===== src/rtl/led_color_buffer.sv =====
// Double-buffered RGB colour store for the multiplexed LED PWM scanner.
// Latency: write/commit take effect at a frame boundary; read pipeline is 2 cycles.
// Backpressure: wr_ready_o drops while a commit is pending, until the next frame_start_i.
//
// Ports:
//   clk_i, rst_i              clock and asynchronous active-high reset
//   wr_valid_i / wr_ready_o   write handshake; wr_led_i, wr_r_i, wr_g_i, wr_b_i carry the data
//   wr_err_o                  1-cycle pulse after an accepted write with an out-of-range LED index
//   commit_req_i              level request to publish the back bank
//   commit_ack_o              1-cycle pulse, the cycle after the bank swap
//   frame_start_i             PWM frame boundary pulse from the scanner
//   rd_chan_i                 physical sink phase being scanned (3 = all off)
//   bright_i                  global brightness, 255 = full scale
//   level_bus_o               byte l = scaled PWM level of LED l on sink rd_chan_i
module led_color_buffer #(
   parameter int NUM_LEDS = 11,
   // Per LED l, bits [6l+2p +: 2] give the logical colour driven on physical
   // sink p (0=R, 1=G, 2=B, 3=off). Listed LED10 down to LED0.
   parameter logic [6*NUM_LEDS-1:0] CHAN_MAP = {
      6'h24, 6'h24, 6'h21, 6'h21, 6'h06, 6'h06,
      6'h24, 6'h06, 6'h24, 6'h06, 6'h24
   }
) (
   input  logic                  clk_i,
   input  logic                  rst_i,
   input  logic                  wr_valid_i,
   output logic                  wr_ready_o,
   input  logic [3:0]            wr_led_i,
   input  logic [7:0]            wr_r_i,
   input  logic [7:0]            wr_g_i,
   input  logic [7:0]            wr_b_i,
   output logic                  wr_err_o,
   input  logic                  commit_req_i,
   output logic                  commit_ack_o,
   input  logic                  frame_start_i,
   input  logic [1:0]            rd_chan_i,
   input  logic [7:0]            bright_i,
   output logic [8*NUM_LEDS-1:0] level_bus_o
);

   localparam logic [3:0] LED_LIMIT = 4'(NUM_LEDS);

   // Storage: [bank][led][colour], colour 0=R, 1=G, 2=B.
   logic [7:0] bank_q [2][NUM_LEDS][3];
   logic [7:0] bank_d [2][NUM_LEDS][3];

   logic front_q;
   logic pending_q, pending_d;
   logic wr_err_q, wr_err_d;
   logic commit_ack_q;

   // Read pipeline registers.
   logic [7:0]            sel_q [NUM_LEDS];
   logic [7:0]            sel_d [NUM_LEDS];
   logic [7:0]            bright_q;
   logic [8*NUM_LEDS-1:0] level_q, level_d;

   logic wr_fire;
   logic wr_in_range;
   logic swap;
   logic back;

   assign back        = ~front_q;
   assign wr_fire     = wr_valid_i && !pending_q;
   assign wr_in_range = (wr_led_i < LED_LIMIT);
   // pending_q and frame_start_i are both pre-edge values, so a commit_req
   // arriving together with frame_start_i cannot swap in the same cycle.
   assign swap        = pending_q && frame_start_i;

   assign wr_ready_o   = !pending_q;
   assign wr_err_o     = wr_err_q;
   assign commit_ack_o = commit_ack_q;
   assign level_bus_o  = level_q;

   // ------------------------------------------------------------------
   // Commit control
   // ------------------------------------------------------------------
   always_comb begin
      pending_d = pending_q;
      if (swap) begin
         pending_d = 1'b0;
      end else if (!pending_q && commit_req_i) begin
         pending_d = 1'b1;
      end
   end

   assign wr_err_d = wr_fire && !wr_in_range;

   // ------------------------------------------------------------------
   // Bank next state. Writes are blocked while pending, and a swap only
   // happens while pending, so the two branches never compete.
   // ------------------------------------------------------------------
   always_comb begin
      bank_d = bank_q;
      if (swap) begin
         // The old front becomes the new back; refresh it with the image
         // being published so later incremental writes edit what is shown.
         for (int l = 0; l < NUM_LEDS; l++) begin
            for (int c = 0; c < 3; c++) begin
               bank_d[front_q][l][c] = bank_q[back][l][c];
            end
         end
      end else if (wr_fire && wr_in_range) begin
         for (int l = 0; l < NUM_LEDS; l++) begin
            if (wr_led_i == 4'(l)) begin
               bank_d[back][l][0] = wr_r_i;
               bank_d[back][l][1] = wr_g_i;
               bank_d[back][l][2] = wr_b_i;
            end
         end
      end
   end

   // ------------------------------------------------------------------
   // Stage 1: pick the front-bank byte wired to the current sink.
   // ------------------------------------------------------------------
   always_comb begin
      logic [1:0] code;
      for (int l = 0; l < NUM_LEDS; l++) begin
         sel_d[l] = 8'd0;
         case (rd_chan_i)
            2'd0:    code = CHAN_MAP[6*l +: 2];
            2'd1:    code = CHAN_MAP[6*l+2 +: 2];
            2'd2:    code = CHAN_MAP[6*l+4 +: 2];
            default: code = 2'd3;
         endcase
         case (code)
            2'd0:    sel_d[l] = bank_q[front_q][l][0];
            2'd1:    sel_d[l] = bank_q[front_q][l][1];
            2'd2:    sel_d[l] = bank_q[front_q][l][2];
            default: sel_d[l] = 8'd0;
         endcase
      end
   end

   // ------------------------------------------------------------------
   // Stage 2: brightness scale, (v * (bright+1)) >> 8. Using bright+1
   // makes 255 an exact identity and 0 fully dark; the product never
   // exceeds 255*256, so 16 bits are enough.
   // ------------------------------------------------------------------
   always_comb begin
      logic [15:0] bright_p1;
      bright_p1 = {8'd0, bright_q} + 16'd1;
      level_d   = '0;
      for (int l = 0; l < NUM_LEDS; l++) begin
         level_d[8*l +: 8] = 8'(({8'd0, sel_q[l]} * bright_p1) >> 8);
      end
   end

   // ------------------------------------------------------------------
   // State registers
   // ------------------------------------------------------------------
   always_ff @(posedge clk_i or posedge rst_i) begin
      if (rst_i) begin
         front_q      <= 1'b0;
         pending_q    <= 1'b0;
         wr_err_q     <= 1'b0;
         commit_ack_q <= 1'b0;
         bright_q     <= 8'd0;
         level_q      <= '0;
         for (int l = 0; l < NUM_LEDS; l++) begin
            sel_q[l] <= 8'd0;
            for (int c = 0; c < 3; c++) begin
               bank_q[0][l][c] <= 8'd0;
               bank_q[1][l][c] <= 8'd0;
            end
         end
      end else begin
         if (swap) begin
            front_q <= ~front_q;
         end
         pending_q    <= pending_d;
         wr_err_q     <= wr_err_d;
         commit_ack_q <= swap;
         bright_q     <= bright_i;
         level_q      <= level_d;
         bank_q       <= bank_d;
         for (int l = 0; l < NUM_LEDS; l++) begin
            sel_q[l] <= sel_d[l];
         end
      end
   end

endmodule


===== config.mk =====
export PLATFORM = sky130hd
export DESIGN_NAME = led_color_buffer
export DESIGN_NICKNAME = d
export VERILOG_FILES = /design/src/rtl/led_color_buffer.sv
export SDC_FILE = /design/constraint.sdc
export NUM_CORES = 2
export LEC_CHECK = 0
export BUFFER_PORTS_ARGS = -buffer_cell sky130_fd_sc_hd__buf_2
export CAP_MARGIN = 40
export CORE_MARGIN = 2
export CORE_UTILIZATION = 35
export DETAILED_ROUTE_END_ITERATION = 12
export HOLD_SLACK_MARGIN = 0.05
export PLACE_DENSITY = 0.62
export SYNTH_ARGS = -nofsm -noshare
export SYNTH_HDL_FRONTEND = slang
export SYNTH_SLANG_ARGS = --single-unit

===== constraint.sdc =====
create_clock -name clk_i -period 28.2 [get_ports clk_i]
set_clock_uncertainty 0.15 [all_clocks]
set_input_delay 4.23 -clock clk_i [delete_from_list [all_inputs] [get_ports clk_i]]
set_output_delay 4.23 -clock clk_i [all_outputs]
set_load 0.01 [all_outputs]

==> metrics <==
Reg-to-Reg End=level_bus_o[46]; buffers inserted by post-CTS timing repair=0; maximum vdd ir drop=approximately 0.059 mV; GR met1 Demand/Resource=26.67%; count of final setup violators=0; commonest register cell after synthesis=dfrtp_1; hold buffer count at CTS=0; count of instances resized after the clock tree is built=0; number of nets in the synthesized netlist=~6900; detailed-route wire length=161.1 mm; worst min-delay path startpoint=bank_q[516]; antenna violations before repair=10; total of buffers placed on input and output ports=~130; setup TNS=0 ns; core region area=0.1582 mm²; number of fill cells=about 16000; data arrival time at the worst-slack endpoint=7.62 ns; average wire per standard cell=approximately 20 µm; area used by multi-input combinational logic=roughly 0.034 mm²; chip height=approximately 400 µm; cell chain of the critical path=buf_4, ha_2, nand2_1, nor2_1, xor2_4, buf_4, and2_1, fa_1, fa_1, fa_1, inv_1, fa_1, inv_1, ha_1, a21o_1, a21o_1, a32o_1, o41a_1, a21oi_1, xnor2_1; Maximum Capacitance Violations=0; final worst hold slack=0.3376 ns; Global Route Usage Sum=between 10% and 20%; Async SR Flop Fraction=100.0%; cell at the root of the clock tree=clkbuf_16; Pleak=approximately 28 nW; Mapped Area=between 0.05 and 0.06 mm²; detailed-route vias per instance=5.369; Warnings, synthesis=0; Critical Path Fanout Max=63; setup slack after placement=20.76 ns; ratio of cells with drive above 1 in the final layout=about 7.4%; final critical-path setup slack=between 20 and 25 ns; path category of the worst min-delay check=reg2reg; Syn-to-layout area delta=11.46%; detailed-routing iteration count for the pre-antenna-repair pass=6; FF/Latch Area=about 0.018 mm²; ratio of total power to cell area=between 100 and 150 mW/mm²; Register-to-Register Path Depth=20; average footprint of a synthesized cell=9.181 µm²; cts bufs inserted=just over 80; dpl cells=a little under 8000; largest net degree at the start of global routing=about 200; slew of the pin with the lowest slew margin=roughly 1.1 ns; number of distinct library cell variants in the gate-level netlist after synthesis=56; proportion of synthesized chip area in sequential cells=approximately a third; clk sink count=just over 700; Min Clock Period, post-route=~7.2 ns; GR Layer Usage met2=between 30% and 40%; count of flip-flops with a built-in enable after synthesis=0; number of register bits inferred by synthesis=~700; CTS tree=yes; Hold Path Stages=2; crit share post-route=25.37%; die boundary width=slightly above 400 µm; Ports=134; most common library cell in the layout ignoring fill and taps=dfrtp_1; fin cells=a little over 8000; post-detailed-route count of antenna-violating nets=0; DRC marker count from the first detailed-route iteration=~3600; library cell with the largest summed area after synthesis=dfrtp_1; clock-pin slew of the registers on the worst-case setup and hold paths=around 0.060 ns; Max stage delay cell, worst path=buf_4; Nets=6802; clock latency of the later-clocked register in the worst-skew pair=roughly 0.7 ns; total via count after detailed routing=43490; commonest non-fill, non-tap cells in the layout=dfrtp_1, inv_1, and2_1; GPL Wtd Cong=0.8226; Worst path max stage delay=just over 0.7 ns; library cell appearing most often on the critical path=fa_1; biggest area contributors in the synthesized netlist=dfrtp_1, fa_1, ha_1, a22oi_1, and2_1; status=finished, final reports clean; R2R Setup Slk=21.05 ns; met3 Resource Use GR=slightly below 3%; effective utilization at floorplan=35.16%; worst max-slew margin expressed relative to the limit=25.35%; DIE AREA=between 0.15 and 0.2 mm²; post-layout util=approximately two fifths; unrepaired setup endpoints after global routing=false; via count of the first global-routing pass=around 44000; number of instances in the synthesized netlist=6059; highest attainable clock frequency=around 140 MHz; Yosys top cell area share=between 30% and 40%; maximum number of buffers from clock root to sink=3; wire length of the first global-routing pass=approximately 260 mm; Hold Path End=bank_q[252]; total gr overflow=0; element type at the critical path end=register; DP HPWL=109.7 mm; GRT busiest layer=met2; crit path kind=reg2reg; number of max-slew violations in the final report=0; data required time of the critical path=~29 ns; Startpoint Class=register; Hold Violations, Final=0; startpoint of the most critical register-to-register path=bright_q[0]; number of remaining DRC errors=0; maximum level of the CTS H-tree=3; Cell Rows=between 100 and 150
logic make-up (layout without fill, tap and decap cells):
family | count (synthesis) | count (layout) | synth area share [%]
muxes | 177 | 177 | 3.185
and+or+nand+nor | 1751 | 1751 | 15.15
other | 0 | 3 | 0
AOI/OAI and AO/OA | 1496 | 1496 | 16.92
buffers and inverters | 1007 | 973 | 6.883
xor gates and xnor gates | 119 | 119 | 1.874
adders and majority gates | 793 | 793 | 23.77
DFF | 716 | 716 | 32.21
critical path: cells and delay by family, from the launching register on:
family / cells / cell delay (ns)
adder cells (fa/ha/maj): 6 / 2.59
buffers and inverters: 4 / 1.28
AO/OA/AOI/OAI: 5 / 1.15
AND/OR/NAND/NOR: 3 / 0.85
XOR/XNOR: 2 / 0.69
flip-flops: 1 / 0.34
synthesized netlist by cell type (all sizes together) (5+ instances only):
cell and n:
dfrtp 716, inv 571, and2 538, a22oi 529
nor2 516, nand2 487, a21oi 473, fa 440
clkbuf 382, ha 353, o21ai 279, mux2i 177
a211oi 97, nor2b 94, xnor2 85, buf 54
xor2 34, nor3 29, a21o 26, nand2b 25
o21a 24, nand3 13, a31oi 11, and3 11
o211ai 9, o31ai 9, nor4 8, o21bai 7
nand4 5, or4 5
layer usage:
metal,share of wire (%),vias to the layer above
met1,44,21750
met5,0.027,-
met2,47,1378
met4,3.4,8
met3,6.3,292
li1,-,20060
sequential cells by signal, indices dropped and copies added (netlist names):
signal / count
sel_q: 88
pending_q: 1
level_bus_o: 88
commit_ack_o: 1
front_q: 1
bright_q: 8
wr_err_o: 1
bank_q: 528
layout make-up:
class,count,area share (%)
Antenna cell,3,0.01211
Clock buffer,118,3.865
Clock inverter,24,0.6236
Inverter,571,3.469
Multi-Input combinational cell,4336,55.16
Sequential cell,716,28.91
Tap cell,2072,4.181
Timing Repair Buffer,260,3.784
worst max path at each step:
stage	from	end	slack (ns)	depth (start not counted)
2_1_floorplan	rst_i	bank_q[0]	3.74	1
6_report	bright_q[0]	level_bus_o[46]	21.05	20
5_1_grt	bright_q[0]	level_bus_o[47]	20.65	20
3_3_place_gp	rst_i	bright_q[0]	20.58	5
3_5_place_dp	rst_i	bright_q[0]	20.76	6
4_1_cts	bright_q[0]	level_bus_o[47]	21.02	20
per-stage QoR:
stage / area [µm²] / power [W]
3_3_place_gp: 58170 / 0.006071
3_5_place_dp: 59210 / 0.006273
5_1_grt: 61990 / 0.008122
4_1_cts: 61990 / 0.007418
2_1_floorplan: 55630 / 0.004933
6_report: 62000 / 0.007350
report_power, final:
group / switching [W] / total [W] / internal [W]
sequential: 0.000482 / 0.00196 / 0.00148
combinational: 0.00245 / 0.00428 / 0.00183
clock: 0.000475 / 0.00111 / 0.000633
Note: power is estimated with default switching activity, not from simulation.
